`src/rtl/pipe_ctrl.sv`:
```
// Stall/flush/halt controller for an NSTAGE-deep in-order pipeline of DW-bit latches.
// Define PIPE_PERF_CNT_EN to add the stall_cnt / flush_cnt performance counters.
module pipe_ctrl #(
  parameter int NSTAGE       = 4,
  parameter int DW           = 32,
  parameter int FLUSH_STAGES = 2
) (
  input  logic              CLK,
  input  logic              RST,
  input  logic              ihit,
  input  logic              dhit,
  input  logic              mem_req,
  input  logic              flush,
  input  logic              halt_in,
  input  logic [DW-1:0]     in_data,
  output logic              pc_wen,
  output logic [NSTAGE-1:0] stage_en,
  output logic [NSTAGE-1:0] stage_valid,
  output logic [DW-1:0]     out_data,
  output logic              halted
`ifdef PIPE_PERF_CNT_EN
  ,
  output logic [31:0]       stall_cnt,
  output logic [31:0]       flush_cnt
`endif
);

  // state | meaning
  // RUN   | pipeline advancing normally
  // DWAIT | memory stage waiting on dhit; stages 0..NSTAGE-2 frozen
  // HALT  | halt retired; everything frozen until RST
  typedef enum logic [1:0] {RUN, DWAIT, HALT} state_t;

  localparam logic [NSTAGE-1:0] FLUSH_MASK = NSTAGE'((1 << FLUSH_STAGES) - 1);

  state_t      state;
  logic [DW-1:0] data_q [NSTAGE];
  logic        flush_pend;
  logic        stall;
  logic        halt_req;
  logic        active;
  logic        advance;
  logic        flush_apply;
  logic        load0;

  always_comb begin
    stall       = stage_valid[NSTAGE-2] & mem_req & ~dhit;
    halt_req    = halt_in & stage_valid[NSTAGE-1];
    active      = ~RST & (state != HALT) & ~halt_req;
    advance     = active & ~stall;
    flush_apply = advance & (flush | flush_pend);
    load0       = ihit & ~flush_apply;
    pc_wen      = advance & (ihit | flush_apply);
    if (advance)
      stage_en = '1;
    else if (active)
      stage_en = {1'b1, {(NSTAGE-1){1'b0}}};
    else
      stage_en = '0;
  end

  assign out_data = data_q[NSTAGE-1];

  always_ff @(posedge CLK or posedge RST) begin
    if (RST) begin
      state       <= RUN;
      stage_valid <= '0;
      for (int k = 0; k < NSTAGE; k++) data_q[k] <= '0;
      flush_pend  <= 1'b0;
      halted      <= 1'b0;
`ifdef PIPE_PERF_CNT_EN
      stall_cnt   <= '0;
      flush_cnt   <= '0;
`endif
    end else begin
      case (state)
        RUN, DWAIT: begin
          if (halt_req) begin
            state  <= HALT;
            halted <= 1'b1;
          end else if (stall) begin
            // Freeze: last stage drains as a bubble, its payload is kept.
            state                   <= DWAIT;
            stage_valid[NSTAGE-1]   <= 1'b0;
            if (flush) flush_pend   <= 1'b1;
`ifdef PIPE_PERF_CNT_EN
            stall_cnt <= stall_cnt + 32'd1;
`endif
          end else begin
            state      <= RUN;
            flush_pend <= 1'b0;
            for (int k = 1; k < NSTAGE; k++) begin
              data_q[k]      <= data_q[k-1];
              stage_valid[k] <= stage_valid[k-1] & ~(flush_apply & FLUSH_MASK[k]);
            end
            stage_valid[0] <= load0;
            if (load0) data_q[0] <= in_data;
`ifdef PIPE_PERF_CNT_EN
            if (flush_apply) flush_cnt <= flush_cnt + 32'd1;
`endif
          end
        end
        HALT: begin
          halted <= 1'b1;
        end
        default: begin
          state <= RUN;
        end
      endcase
    end
  end

endmodule

```
`config.mk`:
```
export PLATFORM = sky130hd
export DESIGN_NAME = pipe_ctrl
export DESIGN_NICKNAME = d
export VERILOG_FILES = /design/src/rtl/pipe_ctrl.sv
export SDC_FILE = /design/constraint.sdc
export NUM_CORES = 1
export LEC_CHECK = 0
export ABC_AREA = 1
export BUFFER_PORTS_ARGS = -buffer_cell sky130_fd_sc_hd__buf_2
export CAP_MARGIN = 0
export CORE_MARGIN = 2
export CORE_UTILIZATION = 58
export CTS_CLUSTER_SIZE = 20
export DETAILED_ROUTE_END_ITERATION = 8
export GPL_TIMING_DRIVEN = 1
export PLACE_DENSITY_LB_ADDON = 0.25
export SLEW_MARGIN = 10
export SYNTH_ARGS = -nofsm -noshare
export SYNTH_HDL_FRONTEND = slang
export SYNTH_SLANG_ARGS = --single-unit
```
`constraint.sdc`:
```
create_clock -name CLK -period 9.2 [get_ports CLK]
set_clock_uncertainty 0.2 [all_clocks]
set_input_delay 0.46 -clock CLK [delete_from_list [all_inputs] [get_ports CLK]]
set_output_delay 0.46 -clock CLK [all_outputs]
set_load 0.02 [all_outputs]
```
After elaboration in Yosys (flattened, before gate mapping)

Index checks and enable logic that the tools add are counted.

Flip-flop bits (word level): 136
Input bits: 39
Output and inout bits: 42
Logic and storage cells: 49

Equality and inequality tests: 5
Mux-type cells: 10
Bitwise gates (word level): 17
Reductions and logical operators: 8

Operators by type and width:

| operator           | count |
|---|---|
| $and 1x1->1        | 10 |
| $mux 4             | 2 |
| $ne 2x2->1 const B | 3 |
| $reduce_and 3->1   | 2 |
| $mux 1             | 5 |
| $not 1->1          | 5 |
| $pmux 2 s2         | 1 |
| $reduce_and 2->1   | 2 |
| $reduce_and 4->1   | 1 |
| $eq 2x1->1 const B | 1 |
| $eq 2x2->1 const B | 1 |
| $logic_not 2->1    | 1 |
| $mux 2             | 1 |
| $or 1x1->1         | 2 |
| $pmux 1 s2         | 1 |
| $reduce_bool 2->1  | 1 |
| $reduce_or 2->1    | 1 |

Depth between registers and ports, before layout

Gate-level depths: netlist of the first run.

Depth in word-level cells: 8
Depth in mapped cells: 8
Gate-level depth less buffers: 7

Worst setup path after synthesis of the first run

No wires, ideal clock.

Kind: input to output
From: input RST
To: output pc_wen
Arrival time: 4.483 ns
Data required time: 8.540 ns
Setup slack: 4.057 ns
Cell stages on the path: 5
Path buffers: 0
Cell sequence: inv_1 -> nand2_1 -> nor2_4 -> nand2_1 -> a21oi_1

Longest elaborated chain between the ends: 7

Ends and longest elaborated chain:

| element                    | RTL line | text |
|---|---|---|
| start: declaration         | 9        | `input logic RST,` |
| $not 1->1 *                | 49       | `active = ~RST & (state != HALT) & ~halt_req;` |
| $and 1x1->1 * (2 in a row) | 49       |  |
| $and 1x1->1 *              | 50       | `advance = active & ~stall;` |
| $and 1x1->1                | 51       | `flush_apply = advance & (flush \| flush_pend);` |
| $or 1x1->1                 | 53       | `pc_wen = advance & (ihit \| flush_apply);` |
| $and 1x1->1 *              | 53       |  |
| end: declaration           | 16       | `output logic pc_wen,` |

Every way passes the cells marked *; elsewhere a longest branch is shown, timed or not.

Worst setup path in the final report of the first run

Same ends and word-level chain as after synthesis.

==> metrics.md, run 1 <==
| Metric | Value |
|---|---|
| Initial DRC count | 241 |
| Startpoint types | primary input |
| Core Rows | 35 |
| Layout cells sized above 1 | 18.57% |
| Max Slew Vio Count | 0 |
| Die area | 10370 um2 |
| Reg area | 3403 um2 |
| CTS tree | done |
| Fin nets | 700 |
| Register area share after synthesis | 61.33% |
| Commonest cells after routing, fill and taps aside | nand2_1, dfrtp_1, buf_2 |
| CP cell instances | dlygate4sd3_1 -> buf_2 -> inv_6 -> nand2_1 -> nor2_4 -> nand2_1 -> a21oi_1 -> buf_2 |
| Pre-antenna DRT Iters | 5 |
| Port buffer count | 80 |
| Antenna cells | 0 |
| Distinct cells, synth | 23 |
| Synth Warn # | 0 |
| DPL Wire Length | 6183 um |
| Syn nets | 641 |
| RSZ-0062 raised after global routing | false |
| Vias per inst | 4.943 |
| PD cells | 354.9 nW/um2 |
| Layout Utilization | 69.56% |
| Routed vias | 3964 |
| Htree depth | 4 |
| Total CTS buffers | 17 |
| Lkg Pwr | 3.472 nW |
| Number of fill cells | 703 |
| Largest net degree at the start of global routing | 102 |
| CP required | 8.54 ns |
| Max_cap viols | 0 |
| Reg clk slew, reported paths | 0.05 ns |
| Setup Viol. Count Final | 0 |
| Crit Path Class | in2out |
| Slowest Stage Delay on Critical Path | 0.53 ns |
| Routed wire length | 10320 um |
| First-pass GRT wire length | 16840 um |
| Cell family with most CP delay | buffers and inverters |
| Buf+Inv Stages, Crit Path | 4 |
| Clock root buffer | clkbuf_8 |
| CP Max Fanout | 66 |
| Initial antenna violation count | 0 |
| Clk Latency, worst-skew pair | 0.52 ns |
| Slew @ Worst Pin | 1.029 ns |
| Initial Util | 60.05% |
| Setup TNS | 0 ns |
| Die width | 101.8 um |
| Area of the mapped netlist | 5549 um2 |
| Tot Pwr | 2.281 mW |
| Slowest cell on the critical path | dlygate4sd3_1 |
| CTS sink cnt | 136 |
| Flops & latches, synth | 136 |
| Critical Path Sink Type | output port |
| Tcrit/Tclk final | 32.23% |
| Synth Instances | 602 |
| Number of global-route vias before repair | 3612 |
| CTS resizes | 0 |
| Ports | 81 |
| Die Y | 101.8 um |
| Status | finished clean |
| Worst Path Arrival | 2.30 ns |
| Core area | 9240 um2 |
| Final hold slack | 0.01976 ns |
| Area grow syn2layout | 15.83% |
| Post-route ant nets | 0 |
| Synthesized area per cell | 9.218 um2 |
| Clk buf depth | 2 |
| DRC viols | 0 |
| Worst VDD drop | 0.0004358 V |
| Commonest non-fill, non-tap cell in the layout | nand2_1 |
| WL per Instance | 12.87 um |
| Slew HR | 31.41% |
| Fmax | 337.3 MHz |
| GPL Wtd Cong | 0.7429 |
| Final Hold Fails | 0 |
| Minimum clock period | 2.965 ns |
| Min-delay worst type | in2reg |
| Grt ovf | 0 |
| Post-CTS Setup Inserts | 0 |
| Multi-input logic area | 1583 um2 |
| Total Routing Usage GR | 21.31% |
path summary, 6_finish.rpt:
check                                           start                  endpoint  slack (ns)  depth (start not counted)
max                                               RST                    pc_wen        6.24                          8
min                                        in_data[1]    data_q[97]$_DFFE_PP0P_        0.02                          3
max reg2reg                stage_valid[3]$_DFFE_PP0P_   data_q[111]$_DFFE_PP0P_        6.47                          6
min reg2reg                  out_data[21]$_DFFE_PP0P_  out_data[21]$_DFFE_PP0P_        0.26                          2
max in group asynchronous                         RST    data_q[36]$_DFFE_PP0P_        7.11                          4
min in group asynchronous                         RST    data_q[91]$_DFFE_PP0P_        0.35                          3
through the flow:
step	cell area, um2	instances	worst slack (ns)
2_1_floorplan	5549	602	4.057
3_3_place_gp	5673	748	6.417
3_5_place_dp	5673	748	6.304
4_1_cts	6427	802	6.218
5_1_grt	6427	802	6.028
6_report	6427	802	6.235
worst min-delay path: stages:
cell and delay, ns:
buf_2 0.10, nand3_1 0.07, nand2_1 0.06
flip-flops by register name, indices dropped and copies added, names as in the netlist:
register,cells
flush_pend,1
halted,1
stage_valid,4
out_data,32
data_q,96
state,2
cells in the mapped netlist, drive strengths merged:
master	instances	area [um2]
dfrtp	136	3403
a21oi	2	13.76
or2	2	12.51
a22o	1	8.760
nor2	7	60.06
inv	28	105.1
clkbuf	1	3.750
nand2	282	1074
buf	64	454.2
o21ai	43	215.2
a31oi	1	6.260
nand3	35	192.7
routing by layer:
metal | vias up | track usage [%] | wire length (um)
met2 | 148 | 30.21 | 4599
met5 | - | 0 | 0
met4 | 0 | 9.744 | 197
met1 | 1842 | 31.04 | 4856
li1 | 1955 | - | -
met3 | 19 | 5.882 | 668
cell families (layout without fill, tap and decap cells):
| family | after synthesis | count (layout) | synth area share [%] |
|---|---|---|---|
| flip-flops | 136 | 136 | 61.33 |
| AO/OA/AOI/OAI | 47 | 47 | 4.397 |
| AND/OR/NAND/NOR | 326 | 326 | 24.13 |
| buffers and inverters | 93 | 164 | 10.15 |
layout make-up:
cell class / instances / area share, %
sequential: 136 / 52.95
multi-input combinational: 373 / 24.63
tap: 129 / 2.511
inverter: 28 / 1.713
timing repair buffer: 105 / 10.04
clock inverter: 8 / 0.7397
clock buffer: 23 / 7.417
power by group:
part	leakage, nW	switching [mW]	total [mW]	internal, mW
clock network	0.255	0.233	0.588	0.355
logic	1.49	0.488	0.713	0.225
registers	1.73	0.125	0.980	0.855
total	3.47	0.846	2.28	1.43
timing repair:
action                                  4_1_cts  5_1_grt
hold buffers                                 23        0
endpoints found under the hold margin        86        0
endpoints found under the setup margin        0        0
Note: power is estimated with default switching activity, not from simulation.
==> inputs of run 2 (changes only) <==
Settings changed: CORE_UTILIZATION 58 to 57.
Clock period 9.2 ns to 2.81 ns, I/O delays scaled along.
==> metrics.md, run 2 (same netlist as run 1, synthesis figures left out) <==
| Metric | Value |
|---|---|
| Status | finished clean |
| Critical Path Sink Type | register |
| Slew HR | 54.40% |
| Htree depth | 4 |
| CTS tree | done |
| Clock root buffer | clkbuf_8 |
| Commonest cells after routing, fill and taps aside | nand2_1, dfrtp_1, buf_2 |
| First-pass GRT wire length | 18110 um |
| Hold depth | 5 |
| Setup TNS | 0 ns |
| WL per Instance | 12.81 um |
| Largest register by flop count | data_q |
| Buf+Inv Stages, Crit Path | 1 |
| Worst VDD drop | 0.0007133 V |
| Crit Path Class | reg2reg |
| CTS resizes | 0 |
| Total Routing Usage GR | 22.44% |
| Max_cap viols | 0 |
| Die area | 10540 um2 |
| Clk buf depth | 2 |
| CTS sink cnt | 136 |
| Tcrit/Tclk final | 88.22% |
| GPL Wtd Cong | 0.7929 |
| Grt ovf | 0 |
| Fmax | 403.4 MHz |
| Minimum clock period | 2.479 ns |
| Commonest non-fill, non-tap cell in the layout | nand2_1 |
| Lkg Pwr | 3.613 nW |
| Non-filler cells, final | 839 |
| Max reg flops | 96 |
| Initial antenna violation count | 0 |
| Initial DRC count | 167 |
| Max Slew Vio Count | 0 |
| Slowest Stage Delay on Critical Path | 0.61 ns |
| CP Max Fanout | 34 |
| Cell family with most CP delay | simple AND/OR/NAND/NOR gates |
| Layout cells sized above 1 | 18.13% |
| Initial Util | 57.84% |
| Post-route ant nets | 0 |
| Core Rows | 36 |
| Total CTS buffers | 17 |
| CP cell instances | a21oi_2 -> nand2_4 -> nor2_8 -> nand3_1 -> dlygate4sd3_1 -> nand2_1 |
| Die Y | 102.7 um |
| Routed vias | 4097 |
| Worst Path Arrival | 2.73 ns |
| Area grow syn2layout | 23.49% |
| Clk Latency, worst-skew pair | 0.52 ns |
| Ports | 81 |
| DRC viols | 0 |
| DPL Wire Length | 6227 um |
| Routed wire length | 10750 um |
| Pre-antenna DRT Iters | 4 |
| PD cells | 1149 nW/um2 |
| Largest net degree at the start of global routing | 137 |
| Reg clk slew, reported paths | 0.06 ns |
| Antenna cells | 0 |
| R2r worst-path depth | 6 |
| Critical path depth | 6 |
| Placed insts | 754 |
| Port buffer count | 80 |
| Setup slack at placement | 0.5901 ns |
| Slew @ Worst Pin | 0.6841 ns |
| Final worst slack | 0.3309 ns |
| Number of global-route vias before repair | 3967 |
| RSZ-0062 raised after global routing | false |
| Setup Viol. Count Final | 0 |
| Final Hold Fails | 0 |
| Startpoint types | register |
| Vias per inst | 4.883 |
| Slowest cell on the critical path | dlygate4sd3_1 |
| Min-delay worst type | in2reg |
| Fin nets | 733 |
| Die width | 102.7 um |
| CP required | 3.06 ns |
| Core area | 9594 um2 |
## run 2: cell type report
| cell class | count | area (um2) |
|---|---|---|
| sequential | 136 | 3403 |
| inverter | 28 | 108.9 |
| clock buffer | 23 | 476.7 |
| clock inverter | 8 | 118.9 |
| fill | 730 | 2741 |
| multi-input combinational | 373 | 1583 |
| timing repair buffer | 138 | 996.0 |
| tap | 133 | 166.4 |
## run 2: final timing paths
path,from,to,slack (ns)
max,stage_valid[3]$_DFFE_PP0P_,data_q[118]$_DFFE_PP0P_,0.33
min,ihit,data_q[125]$_DFFE_PP0P_,0.02
max reg2reg,stage_valid[3]$_DFFE_PP0P_,data_q[118]$_DFFE_PP0P_,0.33
min reg2reg,out_data[26]$_DFFE_PP0P_,out_data[26]$_DFFE_PP0P_,0.26
max in group asynchronous,RST,data_q[97]$_DFFE_PP0P_,1.66
min in group asynchronous,RST,out_data[10]$_DFFE_PP0P_,0.26
## run 2: worst min-delay path, cell delays in order
cell,delay (ns)
buf_2,0.10
inv_1,0.15
nor2_8,0.14
nand3_1,0.11
nand2_1,0.06
## run 2: power breakdown
| part | internal [mW] | switching, mW | leakage, nW |
|---|---|---|---|
| combinational | 0.826 | 1.63 | 1.59 |
| clock | 1.44 | 0.769 | 0.298 |
| sequential | 2.80 | 0.412 | 1.73 |
| total | 5.06 | 2.81 | 3.61 |
## run 2: through the flow
step / hold WS (ns) / area (um2) / total power, mW / utilization (%)
after floorplan: 0.08653 / 5557 / 5.317 / -
after global placement: 0.1839 / 5717 / 5.476 / 59.59
after detailed placement: 0.1815 / 5717 / 5.579 / 59.59
after CTS: 0.0003235 / 6853 / 7.907 / 71.43
after global routing: 0.04979 / 6853 / 8.458 / 71.43
final: 0.01530 / 6853 / 7.871 / 71.43
## run 2: layer usage
layer / vias to the layer above / global-route usage, % / wire length (um)
met5: - / 0 / 0
met4: 0 / 6.667 / 171
met3: 17 / 6.576 / 565
met2: 104 / 35.75 / 5158
met1: 1956 / 30.26 / 4850
li1: 2020 / - / -
## run 2: what timing repair did
| action | CTS | global route |
|---|---|---|
| hold endpoints to repair | 173 | 0 |
| hold buffers | 54 | 0 |
| setup buffers | 0 | 0 |
==> inputs of run 3 (changes only) <==
Clock period 2.81 ns to 2.63 ns, I/O delays scaled along.
==> metrics.md, run 3 (same netlist as run 1, synthesis figures left out) <==
| Metric | Value |
|---|---|
| Worst setup path startpoint | stage_valid[3]$_DFFE_PP0P_ |
| CTS resizes | 0 |
| WL per Instance | 13.58 um |
| Grt ovf | 0 |
| Clock root buffer | clkbuf_8 |
| Die Y | 102.7 um |
| Initial Util | 57.84% |
| Fin area | 6982 um2 |
| Routed vias | 4214 |
| Max Slew Vio Count | 0 |
| Commonest cells after routing, fill and taps aside | nand2_1, dfrtp_1, buf_2 |
| Switch Pwr | 3.051 mW |
| Die width | 102.7 um |
| Worst Path Arrival | 2.53 ns |
| CP required | 2.84 ns |
| Area grow syn2layout | 25.82% |
| Final worst slack | 0.3074 ns |
| First-pass GRT wire length | 19400 um |
| Routed wire length | 11600 um |
| Setup Viol. Count Final | 0 |
| Post-CTS Setup Inserts | 0 |
| Core area | 9594 um2 |
| Vias per inst | 4.934 |
| Critical path endpoint | data_q[101]$_DFFE_PP0P_ |
| Largest register by flop count | data_q |
| Layout cells sized above 1 | 16.94% |
| Critical Path Sink Type | register |
| Crit Path Class | reg2reg |
| DPL Wire Length | 6300 um |
| Ports | 81 |
| Clk buf depth | 2 |
| Initial DRC count | 293 |
| Clk Latency, worst-skew pair | 0.52 ns |
| R2r endpoint | data_q[101]$_DFFE_PP0P_ |
| Total Routing Usage GR | 24.30% |
| Reg clk slew, reported paths | 0.06 ns |
| DRC viols | 0 |
| Status | finished clean |
| Total CTS buffers | 17 |
| Final Hold Fails | 0 |
| Clk network pwr share | 26.2% |
| Initial antenna violation count | 0 |
| Internal power | 5.377 mW |
| Commonest non-fill, non-tap cell in the layout | nand2_1 |
| Post-route ant nets | 0 |
| Combinational power share | 33.0% |
| Largest net degree at the start of global routing | 137 |
| Port buffer count | 80 |
| PD cells | 1207 nW/um2 |
| CP Max Fanout | 34 |
| R2r worst-path depth | 7 |
| Worst VDD drop | 0.001033 V |
| Minimum clock period | 2.323 ns |
| Min-delay worst type | in2reg |
| Slew @ Worst Pin | 0.7249 ns |
| GPL Wtd Cong | 0.7546 |
| CTS sink cnt | 136 |
| Pre-antenna DRT Iters | 4 |
| Setup slack, reg-to-reg | 0.31 ns |
| Lkg Pwr | 3.619 nW |
| Non-filler cells, final | 854 |
| Fin nets | 748 |
| Die area | 10540 um2 |
| RSZ-0062 raised after global routing | false |
| Tcrit/Tclk final | 88.31% |
| Slew HR | 51.68% |
| Max_cap viols | 0 |
| Setup slack at placement | 0.6435 ns |
| Reg power frac | 40.8% |
| Placed insts | 754 |
| Number of global-route vias before repair | 4069 |
| CTS tree | done |
| Placed instance area | 5742 um2 |
| Switching Fraction | 36.21% |
| Fmax | 430.6 MHz |
| Max reg flops | 96 |
| Start of the worst register-to-register path | stage_valid[3]$_DFFE_PP0P_ |
| Startpoint types | register |
| Core Rows | 36 |
| Htree depth | 4 |
-- run 3: cell count changes in the layout (fill, tap and decap cells not counted), sizes merged --
cell	delta
dlygate4sd3	+15
clkbuf	+4
clkinv	-4
bufinv	-1
diode	+1
-- run 3: power groups by stage --
stage,Combinational (mW),Sequential [mW],Clock (mW)
finish,2.78,3.44,2.21
global route,3.17,3.53,2.33
detailed placement,2.59,3.45,0
global placement,2.50,3.42,0
floorplan,2.31,3.37,0
CTS,2.77,3.43,2.23
-- run 3: per-stage QoR --
step | hold WS (ns) | utilization, % | power (mW) | setup TNS [ns]
finish | 0.06323 | 72.77 | 8.428 | 0
global route | 0.1198 | 72.74 | 9.029 | 0
CTS | 0.04967 | 72.74 | 8.426 | 0
detailed placement | 0.1701 | 59.85 | 6.034 | 0
global placement | 0.1704 | 59.85 | 5.921 | 0
floorplan | 0.07753 | - | 5.681 | -24.16
-- run 3: worst min path at each step --
stage / from / end / slack [ns] / depth (start not counted)
after global placement: in_data[1] / data_q[97]$_DFFE_PP0P_ / 0.17 / 3
after global routing: mem_req / data_q[87]$_DFFE_PP0P_ / 0.12 / 6
after detailed placement: in_data[1] / data_q[97]$_DFFE_PP0P_ / 0.17 / 3
after floorplan: in_data[4] / data_q[100]$_DFFE_PP0P_ / 0.08 / 2
after CTS: mem_req / data_q[55]$_DFFE_PP0P_ / 0.05 / 6
final: mem_req / data_q[95]$_DFFE_PP0P_ / 0.06 / 6
-- run 3: per-layer routing --
layer  GRT usage [%]  vias up  wire length (um)
met2           38.21      134              5734
met1           32.52     2003              5060
met4           8.718        0               248
met3           7.186       26               554
li1                -     2051                 -
met5               0        -                 0
-- run 3: layout make-up --
type / count / area, um2
Sequential cell: 136 / 3403
Fill cell: 674 / 2613
Multi-Input combinational cell: 373 / 1583
Timing Repair Buffer: 153 / 1171
Clock buffer: 27 / 481.7
Tap cell: 133 / 166.4
Inverter: 28 / 108.9
Clock inverter: 3 / 65.06
Antenna cell: 1 / 2.502
-- run 3: what timing repair did --
action,CTS,global route
hold endpoints to repair,173,0
endpoints found under the setup margin,0,0
hold buffers,69,0
-- run 3: worst max-delay path, cell delays in order, from the launching register on --
cell           delay (ns)
dfrtp_1              0.43
nand2_1              0.11
nand2_1              0.09
nor2_4               0.14
nand3_4              0.35
nand3_1              0.24
dlygate4sd3_1        0.59
nand2_1              0.06
